--- src/rtl/jam_pkg.sv ---
// ==== jam_pkg : shared constants and types for the job-assignment cost table ====
// ==== rev 1.0                                                                 ====
`default_nettype none

package jam_pkg;

  localparam int N_IDX     = 8;
  localparam int COST_W    = 7;
  localparam int MINCOST_W = 10;
  localparam int MATCH_W   = 4;
  localparam int ADDR_W    = 6;

  // Legacy-compatible state encoding: LOAD, SERVE, DONE
  localparam logic [1:0] S_LOAD  = 2'd0;
  localparam logic [1:0] S_SERVE = 2'd1;
  localparam logic [1:0] S_DONE  = 2'd2;

  typedef struct packed {
    logic [2:0] w;
    logic [2:0] j;
  } jam_addr_t;

endpackage

`default_nettype wire

--- src/rtl/jam_cost_table_if.sv ---
// ==== jam_cost_table_if : host load stream, engine lookup and result bus ====
// ==== rev 1.0                                                            ====
`default_nettype none

interface jam_cost_table_if import jam_pkg::*; #(
  parameter int COST_W = jam_pkg::COST_W,
  parameter int CNT_W  = 16
);

  logic                 load_valid;
  logic [COST_W-1:0]    load_data;
  logic                 load_last;
  logic                 load_ready;
  logic [2:0]           W;
  logic [2:0]           J;
  logic [COST_W-1:0]    Cost;
  logic                 table_ready;
  logic                 Valid;
  logic [MATCH_W-1:0]   MatchCount;
  logic [MINCOST_W-1:0] MinCost;
  logic                 result_valid;
  logic [MATCH_W-1:0]   result_match;
  logic [MINCOST_W-1:0] result_cost;
  logic [CNT_W-1:0]     lookup_cnt;
  logic                 load_err;

  modport master (
    output load_valid, load_data, load_last, W, J, Valid, MatchCount, MinCost,
    input  load_ready, Cost, table_ready, result_valid, result_match,
           result_cost, lookup_cnt, load_err
  );

  modport slave (
    input  load_valid, load_data, load_last, W, J, Valid, MatchCount, MinCost,
    output load_ready, Cost, table_ready, result_valid, result_match,
           result_cost, lookup_cnt, load_err
  );

endinterface

`default_nettype wire

--- src/rtl/jam_cost_mem.sv ---
// ==== jam_cost_mem : cost storage, one synchronous write, one async read ====
// ==== rev 1.0                                                            ====
`default_nettype none

module jam_cost_mem #(
  parameter int DEPTH = 64,
  parameter int WIDTH = 7,
  parameter int AW    = 6
) (
  input  logic             clk,
  input  logic             we,
  input  logic [AW-1:0]    waddr,
  input  logic [WIDTH-1:0] wdata,
  input  logic [AW-1:0]    raddr,
  output logic [WIDTH-1:0] rdata
);

  logic [WIDTH-1:0] mem_q [DEPTH];

  always_ff @(posedge clk) begin
    if (we) mem_q[waddr] <= wdata;
  end

  assign rdata = mem_q[raddr];

endmodule

`default_nettype wire

--- src/rtl/jam_cost_table.sv ---
// ==== jam_cost_table : cost matrix responder with load FSM and result capture ====
// ==== rev 1.0                                                                 ====
`default_nettype none

module jam_cost_table import jam_pkg::*; #(
  parameter int N_IDX  = jam_pkg::N_IDX,
  parameter int COST_W = jam_pkg::COST_W,
  parameter int CNT_W  = 16
) (
  input  logic           CLK,
  input  logic           RST,
  jam_cost_table_if.slave bus
);

  localparam logic [ADDR_W-1:0] LAST_PTR = ADDR_W'(N_IDX * N_IDX - 1);

  logic [1:0]           state_q, state_d;
  logic [ADDR_W-1:0]    load_ptr_q, load_ptr_d;
  logic                 table_ready_q, table_ready_d;
  logic                 result_valid_q, result_valid_d;
  logic [MATCH_W-1:0]   result_match_q, result_match_d;
  logic [MINCOST_W-1:0] result_cost_q, result_cost_d;
  logic [CNT_W-1:0]     lookup_cnt_q, lookup_cnt_d;
  logic                 load_err_q, load_err_d;
  logic                 valid_prev_q, valid_prev_d;
  jam_addr_t            addr_prev_q, addr_prev_d;

  jam_addr_t            addr_now;
  logic                 load_ready;
  logic                 accept;
  logic                 mem_we;
  logic [ADDR_W-1:0]    mem_waddr;
  logic [COST_W-1:0]    mem_rdata;

  assign addr_now   = {bus.W, bus.J};
  assign load_ready = (state_q != S_SERVE);
  assign accept     = bus.load_valid & load_ready;

  jam_cost_mem #(
    .DEPTH (N_IDX * N_IDX),
    .WIDTH (COST_W),
    .AW    (ADDR_W)
  ) u_mem (
    .clk   (CLK),
    .we    (mem_we),
    .waddr (mem_waddr),
    .wdata (bus.load_data),
    .raddr (addr_now),
    .rdata (mem_rdata)
  );

  always_comb begin
    state_d        = state_q;
    load_ptr_d     = load_ptr_q;
    table_ready_d  = table_ready_q;
    result_valid_d = result_valid_q;
    result_match_d = result_match_q;
    result_cost_d  = result_cost_q;
    lookup_cnt_d   = lookup_cnt_q;
    load_err_d     = load_err_q;
    valid_prev_d   = bus.Valid;
    addr_prev_d    = addr_now;
    mem_we         = 1'b0;
    mem_waddr      = load_ptr_q;

    case (state_q)
      S_LOAD: begin
        if (accept) begin
          mem_we = 1'b1;
          if ((load_ptr_q == LAST_PTR) && bus.load_last) begin
            table_ready_d = 1'b1;
            load_ptr_d    = '0;
            load_err_d    = 1'b0;
            state_d       = S_SERVE;
          end else if (bus.load_last || (load_ptr_q == LAST_PTR)) begin
            // Framing error: restart the frame, whatever was written is ignored
            load_err_d    = 1'b1;
            load_ptr_d    = '0;
            table_ready_d = 1'b0;
          end else begin
            load_ptr_d = load_ptr_q + 1'b1;
          end
        end
      end
      S_SERVE: begin
        if ((addr_now != addr_prev_q) && (lookup_cnt_q != '1)) begin
          lookup_cnt_d = lookup_cnt_q + 1'b1;
        end
        if (bus.Valid && !valid_prev_q) begin
          result_match_d = bus.MatchCount;
          result_cost_d  = bus.MinCost;
          result_valid_d = 1'b1;
          state_d        = S_DONE;
        end
      end
      S_DONE: begin
        // First word of the next problem always lands in entry 0
        if (accept) begin
          mem_we         = 1'b1;
          mem_waddr      = '0;
          load_ptr_d     = ADDR_W'(1);
          table_ready_d  = 1'b0;
          result_valid_d = 1'b0;
          lookup_cnt_d   = '0;
          state_d        = S_LOAD;
        end
      end
      default: state_d = S_LOAD;
    endcase
  end

  always_ff @(posedge CLK or posedge RST) begin
    if (RST) begin
      state_q        <= S_LOAD;
      load_ptr_q     <= '0;
      table_ready_q  <= 1'b0;
      result_valid_q <= 1'b0;
      result_match_q <= '0;
      result_cost_q  <= '0;
      lookup_cnt_q   <= '0;
      load_err_q     <= 1'b0;
      valid_prev_q   <= 1'b0;
      addr_prev_q    <= '0;
    end else begin
      state_q        <= state_d;
      load_ptr_q     <= load_ptr_d;
      table_ready_q  <= table_ready_d;
      result_valid_q <= result_valid_d;
      result_match_q <= result_match_d;
      result_cost_q  <= result_cost_d;
      lookup_cnt_q   <= lookup_cnt_d;
      load_err_q     <= load_err_d;
      valid_prev_q   <= valid_prev_d;
      addr_prev_q    <= addr_prev_d;
    end
  end

  assign bus.load_ready   = load_ready;
  assign bus.Cost         = table_ready_q ? mem_rdata : '0;
  assign bus.table_ready  = table_ready_q;
  assign bus.result_valid = result_valid_q;
  assign bus.result_match = result_match_q;
  assign bus.result_cost  = result_cost_q;
  assign bus.lookup_cnt   = lookup_cnt_q;
  assign bus.load_err     = load_err_q;

endmodule

`default_nettype wire

--- src/flat_wrapper.sv ---
// flat-port wrapper written by rule: the top's interface ports become plain ports
module jam_cost_table_flat import jam_pkg::*;
#(
  parameter int N_IDX  = jam_pkg::N_IDX,
  parameter int COST_W = jam_pkg::COST_W,
  parameter int CNT_W  = 16
)
  (CLK, RST, bus_load_valid, bus_load_data, bus_load_last, bus_W, bus_J, bus_Valid, bus_MatchCount, bus_MinCost, bus_load_ready, bus_Cost, bus_table_ready, bus_result_valid, bus_result_match, bus_result_cost, bus_lookup_cnt, bus_load_err);
  jam_cost_table_if #(.COST_W(COST_W), .CNT_W(CNT_W)) bus_i ();
  input  logic CLK;
  input  logic RST;
  input wire logic [$bits(bus_i.load_valid)-1:0] bus_load_valid;
  input wire logic [$bits(bus_i.load_data)-1:0] bus_load_data;
  input wire logic [$bits(bus_i.load_last)-1:0] bus_load_last;
  input wire logic [$bits(bus_i.W)-1:0] bus_W;
  input wire logic [$bits(bus_i.J)-1:0] bus_J;
  input wire logic [$bits(bus_i.Valid)-1:0] bus_Valid;
  input wire logic [$bits(bus_i.MatchCount)-1:0] bus_MatchCount;
  input wire logic [$bits(bus_i.MinCost)-1:0] bus_MinCost;
  output wire logic [$bits(bus_i.load_ready)-1:0] bus_load_ready;
  output wire logic [$bits(bus_i.Cost)-1:0] bus_Cost;
  output wire logic [$bits(bus_i.table_ready)-1:0] bus_table_ready;
  output wire logic [$bits(bus_i.result_valid)-1:0] bus_result_valid;
  output wire logic [$bits(bus_i.result_match)-1:0] bus_result_match;
  output wire logic [$bits(bus_i.result_cost)-1:0] bus_result_cost;
  output wire logic [$bits(bus_i.lookup_cnt)-1:0] bus_lookup_cnt;
  output wire logic [$bits(bus_i.load_err)-1:0] bus_load_err;
  assign bus_i.load_valid = bus_load_valid;
  assign bus_i.load_data = bus_load_data;
  assign bus_i.load_last = bus_load_last;
  assign bus_i.W = bus_W;
  assign bus_i.J = bus_J;
  assign bus_i.Valid = bus_Valid;
  assign bus_i.MatchCount = bus_MatchCount;
  assign bus_i.MinCost = bus_MinCost;
  assign bus_load_ready = bus_i.load_ready;
  assign bus_Cost = bus_i.Cost;
  assign bus_table_ready = bus_i.table_ready;
  assign bus_result_valid = bus_i.result_valid;
  assign bus_result_match = bus_i.result_match;
  assign bus_result_cost = bus_i.result_cost;
  assign bus_lookup_cnt = bus_i.lookup_cnt;
  assign bus_load_err = bus_i.load_err;
  jam_cost_table #(.N_IDX(N_IDX), .COST_W(COST_W), .CNT_W(CNT_W)) u_core (.CLK(CLK), .RST(RST), .bus(bus_i));
endmodule
--- config.mk ---
export PLATFORM = sky130hd
export DESIGN_NAME = jam_cost_table_flat
export DESIGN_NICKNAME = d
export VERILOG_FILES = /design/src/rtl/jam_pkg.sv /design/src/rtl/jam_cost_table_if.sv /design/src/rtl/jam_cost_mem.sv /design/src/rtl/jam_cost_table.sv /design/src/flat_wrapper.sv
export SDC_FILE = /design/constraint.sdc
export NUM_CORES = 1
export LEC_CHECK = 0
export ABC_AREA = 1
export ABC_CLOCK_PERIOD_IN_PS = 2000
export BUFFER_PORTS_ARGS = -buffer_cell sky130_fd_sc_hd__buf_2
export CORE_UTILIZATION = 40
export DETAILED_ROUTE_END_ITERATION = 8
export PLACE_DENSITY = 0.58
export SLEW_MARGIN = 5
export SYNTH_ARGS = -nofsm -noshare
export SYNTH_HDL_FRONTEND = slang
export SYNTH_SLANG_ARGS = --single-unit
--- constraint.sdc ---
create_clock -name CLK -period 2 [get_ports CLK]
set_input_delay 0.2 -clock CLK [delete_from_list [all_inputs] [get_ports CLK]]
set_output_delay 0.2 -clock CLK [all_outputs]
set_load 0.005 [all_outputs]
==> flow_summary_export.csv <==
group,metric,value,unit
power,irDropWorstVdd,0.658,mV
floorplan,dieArea,53200,µm²
drt,drt_pre_antenna_iters,5,
grt,grt_pass1_wl,87.2,mm
synthesis,yosysWarningCount,0,
drt,drt_iter0_drc,1366,
power,cellLeakagePower,0.0101,µW
power,power.density,853,nW/µm²
layout,antenna_cells,0,
drt,ant_nets,0,
floorplan,coreArea,51500,µm²
place,port_buffers,72,
hold_path,hold_path.class,"in2reg",
drt,wl_met2,27.9,mm
grt,antenna_found_initial,1,
layout,syn_to_final_growth,28.7,%
layout,drive_above_1_share,27.4,%
critical_path,worstSetupPathType,"reg2out",
layout,design_area,26900,µm²
drt,dr_wl_met3,3.25,mm
clock_network,clock_path_buffers,3,
timing,rsz0062_at_grt,"true",
outcome,violations,"setup timing",
job,cap_violations,0,
drt,wl,57.3,mm
timing,slew_headroom,50.2,%
drt,wirelength_met1,24.4,mm
timing,max_freq,460,MHz
floorplan,initial_utilization,40.6,%
grt,grt_max_degree,65,
timing,setup_violations,454,
drt,drc_errors,0,
synthesis,async_flop_share,9.68,%
outcome,status,"complete, but fails checks",
timing,finalHoldViolations,0,
critical_path,worstPathRequired,1.80,ns
synthesis,syn_nets,1905,
clock_network,clock_tree.root_cell,"clkbuf_16",
clock_network,htree_num_levels,2,
drt,viasPerCell,5.24,
layout,register_area,14700,µm²
timing,fin_crit_sh,109,%
power,power,23000,µW
synthesis,yosys_register_bits,496,
timing,fin_crit,2.17,ns
clock_network,clkTransAtPathRegs,0.06,ns
synthesis,netlist_instances,1868,
timing,tightest_slew,0.746,ns
synthesis,ys_seq_area_share,70.1,%
grt,grt_pass1_vias,15083,
timing,fin_setup_tns,-39.47,ns
layout,nFillCells,4476,
grt,grt-ovfl-total,0,
critical_path,cp_max_fo,1,
grt,grtUsageTotal,21.7,%
timing,postLayoutSetupSlackWorst,-0.172,ns
critical_path,worstSetupStartpointType,"flip-flop",
synthesis,avgSynthCellArea,11.2,µm²
timing,drv_slew,0,
drt,vias,14858,
place,hpwl,35.2,mm
layout,num-nets-final,2150,
drt,top_layer,"met4",
floorplan,die_h,231,µm
synthesis,synth_edf_count,448,
place,place.gp.congestion,0.891,
synthesis,synth-main-ff-cell,"edfxtp_1",
floorplan,rows,83,
timing,fin_skew,0.0348,ns
drt,wl_per_cell,20.2,µm
clock_network,clock-sinks,496,
place,dpl_cell_area,23400,µm²
critical_path,critPathCaptureType,"output port",
floorplan,pin_count,73,
critical_path,critPathArrivalTime,1.97,ns
synthesis,netlist_area,20900,µm²
clock_network,clk_latency,0.61,ns
floorplan,die_x,231,µm
synthesis,synthDistinctLibCells,34,
layout,multi_input_area,6730,µm²
clock_network,cts_made_buffers,52,
clock_network,cts_tree,"yes",
timing repair:
item                       in CTS  in global routing
setup buffers                  19                 13
hold buffers                   18                  1
resized for setup             251                115
pin swaps                      70                 42
hold endpoints to repair       40                  1
setup endpoints to repair     441                457
Yosys cell counts, drive strengths merged, types with 2 or more instances:
library cell	instances	area [µm²]
nand4	7	43.8
nor3	11	60.1
clkbuf	13	48.8
nand3b	3	22.5
nand2	623	2350
a21oi	11	55.1
nand3	396	1980
mux2	14	158
edfxtp	448	13500
ha	5	62.6
xor2	15	131
a31oi	2	12.5
o22ai	2	12.5
buf	90	561
o21ai	22	110
or2	11	68.8
dfrtp	48	1200
nor2	98	375
inv	44	168
routing by layer:
layer,vias up,global-route usage [%]
met1,7269,28.6
met2,525,36.3
li1,6963,-
met4,0,8.32
met5,-,0
met3,101,3.09
flip-flops by register name (all words and copies together), names as in the netlist:
name	cells
u_core.load_ptr_q	6
u_core.bus.table_ready	1
u_core.u_mem.mem_q	448
u_core.state_q	2
u_core.addr_prev_q	6
u_core.valid_prev_q	1
u_core.bus.load_err	1
u_core.bus.result_match	4
u_core.bus.result_cost	10
u_core.bus.result_valid	1
u_core.bus.lookup_cnt	16
power by group:
| part | switching, µW | internal, µW |
|---|---|---|
| combinational | 1450 | 779 |
| sequential | 54.5 | 11400 |
| clock | 4000 | 5250 |
worst paths after layout:
path | start | end | slack (ns) | cells after the start
max reg2reg | u_core.state_q[1]$_DFFE_PP0P_ | u_core.u_mem.mem_q[62][6]$_DFFE_PP_ | -0.16 | 12
min in group asynchronous | RST | u_core.addr_prev_q[2]$_DFF_PP0_ | 0.20 | 3
min | bus_W[1] | u_core.addr_prev_q[4]$_DFF_PP0_ | 0.08 | 2
max | u_core.u_mem.mem_q[17][4]$_DFFE_PP_ | bus_Cost[4] | -0.17 | 9
max in group asynchronous | RST | u_core.bus.lookup_cnt[14]$_DFFE_PP0P_ | 1.27 | 4
min reg2reg | u_core.bus.result_match[0]$_DFFE_PP0P_ | u_core.bus.result_match[0]$_DFFE_PP0P_ | 0.50 | 1
worst max-delay path, stage by stage, from the launching register on:
cell,delay (ns)
edfxtp_1,0.33
nand2_1,0.05
nand3_1,0.13
nand3_1,0.16
nand2_1,0.10
nand2_1,0.06
nand3_2,0.11
nand3_4,0.09
a21oi_4,0.19
buf_2,0.15
layout by cell type, fill, tap and decap left out, types with 9 or more instances in the layout:
| master | instances |
|---|---|
| buf_12 | 35 |
| buf_2 | 70 |
| buf_4 | 94 |
| buf_6 | 70 |
| clkbuf_1 | 17 |
| clkbuf_16 | 56 |
| clkinv_2 | 9 |
| dfrtp_1 | 48 |
| dlygate4sd3_1 | 19 |
| edfxtp_1 | 448 |
| inv_1 | 25 |
| inv_2 | 9 |
| mux2_2 | 14 |
| nand2_1 | 587 |
| nand2_2 | 28 |
| nand3_1 | 320 |
| nand3_2 | 65 |
| nand3_4 | 11 |
| nor2_1 | 31 |
| nor2_4 | 64 |
| o21ai_1 | 15 |
| or2_2 | 10 |
| xor2_1 | 15 |
cells by family (layout without fill, tap and decap cells):
| group | after synthesis | in the layout | synth area share, % |
|---|---|---|---|
| compound gates | 40 | 40 | 1.02 |
| fa+ha+maj | 5 | 5 | 0.299 |
| buf+inv | 147 | 432 | 3.72 |
| mux | 14 | 14 | 0.754 |
| xor+xnor | 15 | 15 | 0.628 |
| simple gates | 1151 | 1151 | 23.5 |
| flops | 496 | 496 | 70.1 |
metrics by stage:
stage	hold slack, ns	instances	setup WS (ns)	utilization (%)
floorplan	0.231	1868	-0.187	-
global placement	0.263	2698	-0.447	45.4
detailed placement	0.268	2698	-0.513	45.4
CTS	-0.194	2825	-0.176	51.2
global route	0.0610	2833	-0.248	52.2
finish	0.0818	2833	-0.172	52.2
area by class of cell:
type	instances	share of cell area, %
clock buffers	76	5.60
clock inverters	18	0.502
inverters	44	0.730
multi-input cells	1225	25.0
flip-flops and latches	496	54.5
well taps	680	3.16
repair buffers	294	10.5
No activity file was read; power rests on OpenSTA's default activity.
